===== src/rtl/fifo_drain_scheduler.sv =====
// Round-robin drain of NUM_CH show-ahead FIFO read sides onto one serializer lane.
// Grants last up to BURST_MAX words; IDLE_WORD fills every ready slot with nothing to send.
module fifo_drain_scheduler #(
    parameter int                    NUM_CH     = 4,
    parameter int                    DATA_WIDTH = 8,
    parameter int                    BURST_MAX  = 4,
    parameter logic [DATA_WIDTH-1:0] IDLE_WORD  = 8'hBC,
    localparam int                   CW         = (NUM_CH > 1) ? $clog2(NUM_CH) : 1
) (
    input  logic                         i_Clk,
    input  logic                         i_Rst,
    input  logic                         i_enable,
    input  logic [NUM_CH-1:0]            i_empty,
    input  logic [NUM_CH*DATA_WIDTH-1:0] i_rdata,
    input  logic                         i_ser_ready,
    output logic [NUM_CH-1:0]            o_R_en,
    output logic [DATA_WIDTH-1:0]        o_ser_data,
    output logic                         o_ser_valid,
    output logic                         o_ser_is_idle,
    output logic [CW-1:0]                o_ser_ch,
    output logic [CW-1:0]                o_grant_ch,
    output logic                         o_busy
);
    localparam int            NW      = $clog2(BURST_MAX + 1);
    localparam logic [NW-1:0] CNT_MAX = NW'(BURST_MAX);

    typedef enum logic {ARB, BURST} state_t;

    state_t          state;
    logic [NW-1:0]   cnt;
    logic [CW-1:0]   grant;

    logic            found;
    logic [CW-1:0]   sel;
    logic            cont;
    logic            take_new;
    logic            pop;
    logic [CW-1:0]   pop_ch;
    logic [DATA_WIDTH-1:0] pop_word;

    // Search starts one past the current grant, so the current holder is considered last.
    always_comb begin
        int idx;
        idx   = 0;
        found = 1'b0;
        sel   = grant;
        for (int k = 1; k <= NUM_CH; k++) begin
            idx = int'(grant) + k;
            if (idx >= NUM_CH) idx = idx - NUM_CH;
            if (!found && !i_empty[idx[CW-1:0]]) begin
                found = 1'b1;
                sel   = idx[CW-1:0];
            end
        end
    end

    assign cont     = (state == BURST) && !i_empty[grant] && (cnt < CNT_MAX) && i_enable;
    assign take_new = !cont && i_enable && found;
    assign pop      = i_ser_ready && (cont || take_new);
    assign pop_ch   = cont ? grant : sel;
    assign pop_word = i_rdata[pop_ch*DATA_WIDTH +: DATA_WIDTH];

    // Pop strobe is gated by reset so a reset cycle never consumes a FIFO word.
    always_comb begin
        o_R_en = '0;
        if (pop && !i_Rst) o_R_en[pop_ch] = 1'b1;
    end

    assign o_grant_ch = grant;
    assign o_busy     = (state == BURST);

    always_ff @(posedge i_Clk or posedge i_Rst) begin
        if (i_Rst) begin
            state         <= ARB;
            cnt           <= '0;
            grant         <= CW'(NUM_CH - 1);
            o_ser_data    <= IDLE_WORD;
            o_ser_valid   <= 1'b0;
            o_ser_is_idle <= 1'b1;
            o_ser_ch      <= '0;
        end else if (i_ser_ready) begin
            o_ser_valid <= 1'b1;
            if (cont || take_new) begin
                o_ser_data    <= pop_word;
                o_ser_ch      <= pop_ch;
                o_ser_is_idle <= 1'b0;
            end else begin
                o_ser_data    <= IDLE_WORD;
                o_ser_is_idle <= 1'b1;
            end
            if (cont) begin
                cnt <= cnt + NW'(1);
                if (cnt + NW'(1) == CNT_MAX) state <= ARB;
            end else if (take_new) begin
                grant <= sel;
                cnt   <= NW'(1);
                state <= (BURST_MAX == 1) ? ARB : BURST;
            end else begin
                cnt   <= '0;
                state <= ARB;
            end
        end
    end

endmodule


===== config.mk =====
export PLATFORM = sky130hd
export DESIGN_NAME = fifo_drain_scheduler
export DESIGN_NICKNAME = d
export VERILOG_FILES = /design/src/rtl/fifo_drain_scheduler.sv
export SDC_FILE = /design/constraint.sdc
export NUM_CORES = 1
export LEC_CHECK = 0
export CORE_ASPECT_RATIO = 0.6
export CORE_MARGIN = 5
export CORE_UTILIZATION = 40
export DETAILED_ROUTE_END_ITERATION = 12
export PLACE_DENSITY = 0.74
export SYNTH_ARGS = -nofsm -noshare
export SYNTH_HDL_FRONTEND = slang
export SYNTH_SLANG_ARGS = --single-unit
export TNS_END_PERCENT = 5

===== constraint.sdc =====
create_clock -name i_Clk -period 2.3 [get_ports i_Clk]
set_clock_uncertainty 0.2 [all_clocks]
set_input_delay 0.23 -clock i_Clk [delete_from_list [all_inputs] [get_ports i_Clk]]
set_output_delay 0.23 -clock i_Clk [all_outputs]
set_load 0.005 [all_outputs]

After elaboration in Yosys (flattened, before gate mapping)
Cells that the tools add are included.
{"block": "word_totals", "in_bits": 40, "register_bits": 18, "wordCells": 88, "out_inout_bits": 19}
{"block": "op_classes", "n_mux": 33, "shifts": 1, "bitwise_logic": 1, "n_eq_ne": 2, "n_lt_le_gt_ge": 12, "n_reduce_logical": 23, "addsub": 9}
{"cell": "variable part select 32 x 6 -> 8 bit", "n": 1}
{"cell": "< comparator 2 x 3 -> 1 bit, second input constant", "n": 6}
{"cell": "2-to-1 mux 2 bit", "n": 9}
{"cell": "2-to-1 mux 1 bit", "n": 15}
{"cell": "logical AND 1 bit", "n": 11}
{"cell": "binary-select mux 1 bit (select 2 bit)", "n": 5}
{"cell": ">= comparator 3 bit, second input constant", "n": 3}
{"cell": "zero test 1 bit", "n": 8}
{"cell": "2-to-1 mux 8 bit", "n": 1}
{"cell": "subtractor 2 x 1 -> 2 bit, second input constant", "n": 4}
{"cell": "adder 2 x 2 -> 3 bit, second input constant", "n": 2}
{"cell": "adder 2 x 3 -> 4 bit, second input constant", "n": 1}
{"cell": ">= comparator 4 x 3 -> 1 bit, second input constant", "n": 1}
{"cell": "2-to-1 mux 4 bit", "n": 1}
{"cell": "AND reduction 2 bit", "n": 2}
{"cell": "adder 2 x 1 -> 3 bit, second input constant", "n": 1}
{"cell": "adder 3 x 1 -> 3 bit, second input constant", "n": 1}
{"cell": "equality test 3 bit, second input constant", "n": 1}
{"cell": "< comparator 3 bit, second input constant", "n": 1}
{"cell": "2-to-1 mux 3 bit", "n": 1}
{"cell": "AND reduction 3 bit", "n": 1}
{"cell": "demux 1 bit (select 2 bit)", "n": 1}
{"cell": ">= comparator 2 x 1 -> 1 bit, second input constant", "n": 1}
{"cell": "inequality test 2 x 1 -> 1 bit, second input constant", "n": 1}
{"cell": "2 further kinds", "n": 2}

Logic depth before layout (Yosys ltp)
Gate-level depths: netlist of the first run.
{"block": "logic_depth", "depth_word": 20, "depth_mapped": 8, "depth_no_buf": 5}

Worst setup path after synthesis of the first run
OpenSTA, ideal clock, no wires.
{"block": "synth_path", "path_kind": "register to register", "from": "register grant[0] (netlist: o_grant_ch[0])", "to": "register o_ser_data[7]", "setup_time_ps": 84, "period_less_slack_ps": 2234, "path_buffers": 1, "required_ps": 2016, "stages_incl_launch_ff": 7, "t_arrival_ps": 1950, "setup_slack_ps": 66, "path_cell_list": "dfstp_2 buf_6 mux4_2 nor2_4 o211ai_4 a2111oi_4 nor3_2"}
{"block": "synth_via", "elab_chain_len": 17, "elab_cells_between_ends": 53, "classes_between": "add/sub (8); order compare (4); shift (1); mux (24); reduce/logical (16)"}
{"element": "start: declaration", "line_no": "31", "source": "logic [CW-1:0] grant;"}
{"element": "start signal: assignment", "line_no": "76", "source": "grant <= CW'(NUM_CH - 1);"}
{"element": "start signal: assignment", "line_no": "95", "source": "grant <= sel;"}
{"element": "adder 2 x 2 -> 3 bit", "line_no": "48", "source": "idx = int'(grant) + k;"}
{"element": ">= comparator 3 bit or subtractor 2 x 1 -> 2 bit (tied branches)", "line_no": "49", "source": "if (idx >= NUM_CH) idx = idx - NUM_CH;"}
{"element": "2-to-1 mux 2 bit", "line_no": "49"}
{"element": "binary-select mux 1 bit (select 2 bit)", "line_no": "50", "source": "if (!found && !i_empty[idx[CW-1:0]]) begin"}
{"element": "2-to-1 mux 1 bit (not written as such)", "line_no": "50"}
{"element": "zero test 1 bit", "line_no": "50"}
{"element": "logical AND 1 bit", "line_no": "50"}
{"element": "2-to-1 mux 1 bit", "line_no": "50"}
{"element": "zero test 1 bit", "line_no": "50"}
{"element": "logical AND 1 bit", "line_no": "50"}
{"element": "2-to-1 mux 1 bit", "line_no": "50"}
{"element": "zero test 1 bit", "line_no": "50"}
{"element": "logical AND 1 bit", "line_no": "50"}
{"element": "2-to-1 mux 2 bit or 2-to-1 mux 1 bit (tied branches)", "line_no": "50"}
{"element": "2-to-1 mux 2 bit or logical AND 1 bit (tied branches)", "line_no": "60, 58"}
{"element": "variable part select 32 x 6 -> 8 bit or logical OR 1 bit (tied branches)", "line_no": "61, 83"}
{"element": "2-to-1 mux 8 bit (*)", "line_no": "83", "source": "if (cont || take_new) begin"}
{"element": "end signal: assignment", "line_no": "84", "source": "o_ser_data <= pop_word;"}
{"element": "end: declaration", "line_no": "17", "source": "output logic [DATA_WIDTH-1:0] o_ser_data,"}
Mark *: on every way between the ends. The rest lies on a longest branch, timed or not. The select of a mux whose other input is x is not followed.
A chain may end at the register's enable or synchronous reset.

Worst setup path in the final report of the first run
{"block": "layout_path", "from": "register grant[0] (netlist: o_grant_ch[0])", "to": "output port o_R_en[2]"}
{"block": "layout_via", "elab_chain_len": 20, "elab_cells_between_ends": 59, "classes_between": "add/sub (8); order compare (6); mux (26); reduce/logical (19)"}
{"element": "adder 2 x 2 -> 3 bit", "line_no": "48"}
{"element": ">= comparator 3 bit or subtractor 2 x 1 -> 2 bit (tied branches)", "line_no": "49"}
{"element": "2-to-1 mux 2 bit", "line_no": "49"}
{"element": "binary-select mux 1 bit (select 2 bit)", "line_no": "50"}
{"element": "2-to-1 mux 1 bit (not written as such)", "line_no": "50"}
{"element": "zero test 1 bit", "line_no": "50"}
{"element": "logical AND 1 bit", "line_no": "50"}
{"element": "2-to-1 mux 1 bit", "line_no": "50"}
{"element": "[4 not listed]"}
{"element": "logical AND 1 bit", "line_no": "50"}
{"element": "2-to-1 mux 2 bit", "line_no": "50"}
{"element": "2-to-1 mux 2 bit", "line_no": "60", "source": "assign pop_ch = cont ? grant : sel;"}
{"element": "< comparator 2 x 3 -> 1 bit (not written as such) or >= comparator 2 x 1 -> 1 bit (tied branches)", "line_no": "66", "source": "if (pop && !i_Rst) o_R_en[pop_ch] = 1'b1;"}
{"element": "logical AND 1 bit (not written as such)", "line_no": "66"}
{"element": "2-to-1 mux 1 bit (not written as such)", "line_no": "66"}
{"element": "demux 1 bit (select 2 bit)", "line_no": "66"}
{"element": "2-to-1 mux 4 bit (*)", "line_no": "66"}
{"element": "end: declaration", "line_no": "16", "source": "output logic [NUM_CH-1:0] o_R_en,"}
Marks and branches as above.

==> results of run 1 <==
## power by group
part	leakage (µW)	switching (µW)	total, µW	internal [µW]
combinational	0.000776	679	1420	739
sequential	0.000209	79.0	545	466
clock	0.0000288	112	264	152
## timing repair
item                                    4_1_cts  5_1_grt
endpoints found under the hold margin         0        0
cloned                                        0        0
pin swaps                                     5        6
buffers inserted                              6        0
endpoints found under the setup margin        8       13
resized for setup                            20       11
## flip-flops by register name (all words and copies together), names as in the netlist
register and flops:
cnt 3, o_ser_valid 1, o_ser_ch 2, o_busy 1
o_ser_is_idle 1, o_grant_ch 2, o_ser_data 8
## kinds of logic (layout without fill, tap and decap cells)
logic type | after synthesis | count (layout) | share of synthesized area
fa+ha+maj | 2 | 2 | 0.0161
xor+xnor | 1 | 1 | 0.00563
simple gates | 54 | 54 | 0.200
buf+inv | 29 | 115 | 0.0916
mux | 4 | 4 | 0.0354
compound gates | 64 | 64 | 0.355
flops | 18 | 18 | 0.296
## final timing paths
path / startpoint / end / slack, ns / cells after the start
min: o_ser_valid / o_ser_valid / 0.26 / 1
max: o_grant_ch[0] / o_R_en[2] / -0.19 / 5
max reg2reg: o_grant_ch[0] / o_ser_data[5] / -0.07 / 7
max in group asynchronous: i_Rst / o_busy / 1.07 / 2
min reg2reg: o_ser_valid / o_ser_valid / 0.26 / 1
min in group asynchronous: i_Rst / o_ser_ch[0] / 0.37 / 2
## layer usage
layer	wire length, µm	up-vias	part of all wire
li1	-	850	-
met1	2410	855	0.46
met2	2370	66	0.45
met3	461	2	0.088
met4	34	0	0.0065
met5	0	-	0
## synth_stat cells (2+ instances only)
cell / instances / area share
nor2b_1: 2 / 0.0080
o221ai_1: 3 / 0.017
a21oi_1: 2 / 0.0064
buf_2: 3 / 0.0096
nor2_1: 10 / 0.024
dfrtp_1: 10 / 0.16
buf_6: 3 / 0.022
dfstp_2: 8 / 0.14
inv_1: 16 / 0.039
a311oi_1: 8 / 0.045
nand2_1: 12 / 0.029
a31oi_1: 6 / 0.024
nor3_2: 2 / 0.013
nor3_1: 5 / 0.016
ha_1: 2 / 0.016
nand3b_1: 3 / 0.014
o21ai_0: 10 / 0.032
nor3b_1: 2 / 0.0096
clkbuf_1: 5 / 0.012
o311ai_0: 11 / 0.062
o32ai_1: 11 / 0.062
mux2_2: 2 / 0.014
nand3_1: 7 / 0.023
nand2b_1: 2 / 0.0080
## layout make-up
| type | count | area, µm² |
|---|---|---|
| multi-input combinational | 125 | 1010 |
| tap | 47 | 58.8 |
| sequential | 18 | 460 |
| timing repair buffer | 95 | 850 |
| fill | 305 | 1210 |
| inverter | 16 | 60.1 |
| clock buffer | 4 | 55.1 |
## cell usage in the layout, fill, tap and decap left out, types with 2 or more instances in the layout
master           netlist  routed
buf_6                  3       3
a31oi_1                6       6
o21ai_0               10      10
a311oi_1               8       8
buf_4                  1      34
nand3b_1               3       3
ha_1                   2       2
mux2_2                 2       2
nand3_1                7       7
o211ai_4               1       2
clkbuf_8               0       4
dfstp_2                8       8
clkdlybuf4s50_1        0      54
o32ai_1               11      11
buf_2                  3       4
nor3_2                 2       6
inv_1                 16      16
dfrtp_1               10      10
o221ai_1               3       3
nor2_1                10       9
nand2_1               12      12
nand2b_1               2       2
nor2b_1                2       2
o311ai_0              11      10
## critical path, cell delays in order (launching register included)
cell,delay (ns)
dfstp_2,0.55
mux4_2,0.57
or3_4,0.38
o211ai_4,0.12
nor3_2,0.06
buf_2,0.13
## per-stage QoR
stage | setup WS, ns | std cells | power, µW
3_5_place_dp | -0.459 | 295 | 1840
3_3_place_gp | -0.393 | 295 | 1820
2_1_floorplan | 0.0657 | 172 | 1240
6_report | -0.188 | 305 | 2230
5_1_grt | -0.259 | 305 | 2380
4_1_cts | -0.258 | 305 | 2180
==> impl_results.rst, run 1 <==
.. list-table::
   :header-rows: 1

   * - Metric
     - Value
   * - Result of the run
     - finished with violations
   * - Violated checks
     - negative setup slack
   * - Synthesized netlist cell count
     - 172
   * - Most instantiated flip-flop cell in the synthesis netlist
     - dfrtp_1
   * - Chip Width
     - 90.5 µm
   * - Startpoint Class
     - flip-flop
   * - Aggregate global routing overflow
     - 0
   * - Final Hold Violating Endpoints
     - 0
   * - Number of distinct library cells after synthesis
     - 51
   * - Wire length per cell
     - 17.3 µm
   * - Root Buffer Master
     - clkbuf_8
   * - Post-Syn Area per Cell
     - 9.05 µm²
   * - Area growth, synth to finish
     - 60.2%
   * - Post-synthesis register bit count
     - 18
   * - Total number of vias
     - 1773
   * - Static leakage
     - 0.00101 µW
   * - Number of cell rows
     - 17
   * - Buffer depth of the longest clock path
     - 2
   * - Pre-Repair DR Iteration Count
     - 4
   * - Final period utilization
     - 1.08
   * - Worst hold slack
     - 0.264 ns
   * - Layer with the highest usage
     - met2
   * - Fraction of layout cells with a size suffix above 1
     - 0.314
   * - Final sum of negative setup slack
     - -0.771 ns
   * - Hold buffer count at cts
     - 0
   * - Data arrival time of the worst path
     - 2.06 ns
   * - CTS H-tree lvls
     - 1
   * - Maximum number of pins on one net before global-route repair
     - 19
   * - Number of design rule violations left after detail routing
     - 0
   * - Half-perimeter wire length after placement
     - 3980 µm
   * - Count of input and output buffers
     - 58
   * - PD cells
     - 893 mW/mm²
   * - TritonCTS clock tree
     - yes
   * - Start-to-end type of the worst setup path
     - reg -> out
   * - Transition time of the tightest slew-check pin
     - 0.730 ns
   * - Fraction of registers with async set or reset after synthesis
     - 1.00
   * - Global Route met3 Usage
     - 0.0473
   * - CTS sink count
     - 18
   * - Number of global-route vias before repair
     - 1684
   * - Starting DRC count in detailed routing
     - 109
   * - Antenna violations before repair
     - 0
   * - RSZ-0062 raised after global routing
     - yes
   * - Required time worst endpoint
     - 1.87 ns
   * - Placed inst area
     - 0.00235 mm²
   * - Initial Utilization
     - 0.421
   * - Core Area
     - 0.00370 mm²
   * - Peak supply drop
     - 646 µV
   * - Met2 usage in global routing
     - 0.308
   * - Crit path setup slack, layout
     - -0.188 ns
   * - Worst slew margin
     - 0.513
   * - Number of enable flip-flop cells after synthesis
     - 0
   * - Area of the mapped netlist
     - 0.00156 mm²
   * - Wire length of the first global-routing pass
     - 8360 µm
   * - Met1 capacity usage during global routing
     - 0.275
   * - Weighted congestion at the end of routability-driven global placement
     - 0.849
   * - Die outline height
     - 58.3 µm
   * - I/O pin total
     - 59
   * - GRT Overall Usage
     - 0.194
   * - Slew Viols, Final
     - 0
   * - Endpoint class of the critical path
     - primary output
   * - Final count of negative-setup-slack endpoints
     - 8
   * - Worst min-delay path category
     - reg -> reg
   * - Post-route cell area
     - 0.00249 mm²
   * - Min Clock Period, post-route
     - 2.49 ns
   * - Vias per std cell
     - 5.81
   * - Finished Core Util
     - 0.674
   * - Ant diodes
     - 0
   * - Warnings, synthesis
     - 0
   * - Nets
     - 301
   * - Total length of routed wires
     - 5270 µm
   * - Net count after synthesis
     - 214
   * - Fraction of the yosys area taken by sequential cells
     - 0.296
   * - Num CTS Buffers
     - 3
   * - Clock latency reported for the late side of the worst-skew pair
     - 0.25 ns
   * - Biggest fanout along the worst timing path
     - 3
   * - Count of nets left with antenna violations after detail routing
     - 0
   * - Maxcap violations
     - 0
   * - Die outline area
     - 0.00528 mm²
   * - Max Fclk
     - 0.402 GHz
   * - Reg clk slew, reported paths
     - 0.07 ns
Power figures use the tool's default switching activity.
==> run 2, diff against run 1 <==
--- a/config.mk
+++ b/config.mk
@@ -10,6 +10,7 @@
 export CORE_UTILIZATION = 40
 export DETAILED_ROUTE_END_ITERATION = 12
 export PLACE_DENSITY = 0.74
+export SKIP_CTS_REPAIR_TIMING = 1
 export SYNTH_ARGS = -nofsm -noshare
 export SYNTH_HDL_FRONTEND = slang
 export SYNTH_SLANG_ARGS = --single-unit
==> run 2 against run 1 <==
Compared with the run above:
- largest power group unchanged
- clock-buffer cell count unchanged
- worst setup slack worse by 0.047 ns
- clock power about the same
- sequential cell count unchanged
- the run still ends with negative setup slack left
==> impl_results.rst, run 2 (synthesis results as in run 1) <==
.. list-table::
   :header-rows: 1

   * - Metric
     - Value
   * - Biggest fanout along the worst timing path
     - 4 (+1)
   * - Most frequent cells in the layout
     - clkdlybuf4s50_1 (54), buf_4 (32), inv_1 (16)
   * - Post-place setup slack
     - -0.459 ns (unchanged)
   * - Starting DRC count in detailed routing
     - 132 (+21%)
   * - Aggregate global routing overflow
     - 0 (unchanged)
   * - Worst hold slack
     - 0.264 ns (+0.000488 ns)
   * - Final period utilization
     - 1.10 (+0.0205)
   * - Final count of negative-setup-slack endpoints
     - 6 (-2)
   * - Transition time of the tightest slew-check pin
     - 0.725 ns (-0.00454 ns)
   * - Count of input and output buffers
     - 58 (unchanged)
   * - Routed length on met3
     - 435 µm (-5.6%)
   * - Clock latency reported for the late side of the worst-skew pair
     - 0.25 ns (about the same)
   * - Slew Viols, Final
     - 0 (unchanged)
   * - Final std cells w/o fill
     - 302 (-0.98%)
   * - CTS sink count
     - 18 (unchanged)
   * - Maxcap violations
     - 0 (unchanged)
   * - Max Fclk
     - 0.395 GHz (-1.9%)
   * - Weighted congestion at the end of routability-driven global placement
     - 0.849 (unchanged)
   * - Half-perimeter wire length after placement
     - 3980 µm (unchanged)
   * - Worst min-delay path category
     - reg -> reg
   * - Required time worst endpoint
     - 1.87 ns (about the same)
   * - Largest registers ranked by flip-flop count
     - o_ser_data (8), cnt (3)
   * - Startpoint Class
     - flip-flop
   * - Vias per std cell
     - 5.71 (-1.9%)
   * - Antenna violations before repair
     - 0 (unchanged)
   * - Number of design rule violations left after detail routing
     - 0 (unchanged)
   * - Root Buffer Master
     - clkbuf_8
   * - Total routed wire length on the met1 layer
     - 2360 µm (-2.0%)
   * - Initial Utilization
     - 0.421 (unchanged)
   * - RSZ-0062 raised after global routing
     - yes
   * - Post-placement cell count
     - 295 (unchanged)
   * - Total length of routed wires
     - 5110 µm (-3.1%)
   * - Max reg flops
     - 8 (unchanged)
   * - Start-to-end type of the worst setup path
     - reg -> out
   * - Die outline height
     - 58.3 µm (unchanged)
   * - Crit path setup slack, layout
     - -0.235 ns (-0.0471 ns)
   * - Total number of vias
     - 1723 (-2.8%)
   * - Result of the run
     - finished with violations
   * - Number of cell rows
     - 17 (unchanged)
   * - Most frequent standard cell in the layout excluding fill and tap cells
     - clkdlybuf4s50_1
   * - Count of nets left with antenna violations after detail routing
     - 0 (unchanged)
   * - Data arrival time of the worst path
     - 2.10 ns (+0.04 ns)
   * - Peak supply drop
     - 646 µV (about the same)
   * - Wire length per cell
     - 16.9 µm (-2.1%)
   * - Die outline area
     - 0.00528 mm² (unchanged)
   * - Pre-Repair DR Iteration Count
     - 4 (unchanged)
   * - Min Clock Period, post-route
     - 2.53 ns (+0.0471 ns)
   * - Violated checks
     - negative setup slack
   * - Buffer depth of the longest clock path
     - 2 (unchanged)
   * - Final Hold Violating Endpoints
     - 0 (unchanged)
   * - CTS H-tree lvls
     - 1 (unchanged)
   * - Largest register by flop count
     - o_ser_data
   * - Number of global-route vias before repair
     - 1646 (-2.3%)
   * - Core Area
     - 0.00370 mm² (unchanged)
   * - Origin of the critical flop-to-flop path
     - o_grant_ch[0]
   * - Finished Core Util
     - 0.669 (-0.00507)
   * - Met2 wire length
     - 2250 µm (-5.2%)
   * - Area growth, synth to finish
     - 59.0%
   * - Ant diodes
     - 0 (unchanged)
   * - Endpoint class of the critical path
     - primary output
   * - Nets
     - 298 (-1.0%)
   * - Reg clk slew, reported paths
     - 0.07 ns (about the same)
   * - Final sum of negative setup slack
     - -0.949 ns (-0.178 ns)
   * - Worst slew margin
     - 0.516 (+0.00303)
   * - Static leakage
     - 0.00103 µW (+1.8%)
   * - TritonCTS clock tree
     - yes
   * - Origin of the worst setup path
     - o_grant_ch[0]
   * - Min-Delay Startpoint
     - o_ser_valid
   * - Maximum number of pins on one net before global-route repair
     - 19 (unchanged)
   * - Num CTS Buffers
     - 3 (unchanged)
   * - Uppermost metal layer occupied by signal nets
     - met4
   * - I/O pin total
     - 59 (unchanged)
   * - GRT Overall Usage
     - 0.188 (-0.00589)
   * - PD cells
     - 877 mW/mm² (-1.8%)
   * - Chip Width
     - 90.5 µm (unchanged)
   * - Wire length of the first global-routing pass
     - 8110 µm (-3.0%)
   * - Fraction of layout cells with a size suffix above 1
     - 0.286 (-0.0277)
run 2: final timing paths:
kind	to	slack, ns	cells past startpoint
setup / recovery	o_R_en[2]	-0.23	5
hold / removal	o_ser_valid	0.26	1
setup reg to reg	o_ser_data[7]	-0.06	6
hold reg to reg	o_ser_valid	0.26	1
max in group asynchronous	o_busy	1.09	2
min in group asynchronous	o_ser_ch[0]	0.34	2
run 2: layout make-up:
cell class                 count  area, µm²
clock buffer                   4       55.1
tap                           47       58.8
fill                         311       1230
timing repair buffer          92        847
inverter                      16       60.1
sequential                    18        460
multi-input combinational    125        993
run 2: where the power goes:
| group | total [µW] | leakage, µW | switching (µW) | internal, µW |
|---|---|---|---|---|
| Sequential | 546 | 0.000209 | 80.7 | 466 |
| Clock | 266 | 0.0000288 | 113 | 152 |
| Combinational | 1360 | 0.000794 | 652 | 705 |
run 2: per-layer routing:
| metal | vias to the layer above | global-route usage |
|---|---|---|
| met5 | - | 0 |
| met4 | 0 | 0.0382 |
| met3 | 6 | 0.0498 |
| met2 | 63 | 0.287 |
| met1 | 806 | 0.270 |
| li1 | 848 | - |
run 2: stage by stage:
step	area (µm²)	power, µW
3_5_place_dp	2350	1840
6_report	2470	2170
3_3_place_gp	2350	1820
2_1_floorplan	1560	1240
4_1_cts	2400	2110
5_1_grt	2470	2330
run 2: worst max-delay path, cell delays in order (launching register included):
cell      delay, ns
dfstp_2        0.54
mux4_2         0.57
or3_4          0.43
o211ai_4       0.12
nor3_2         0.06
clkbuf_2       0.12
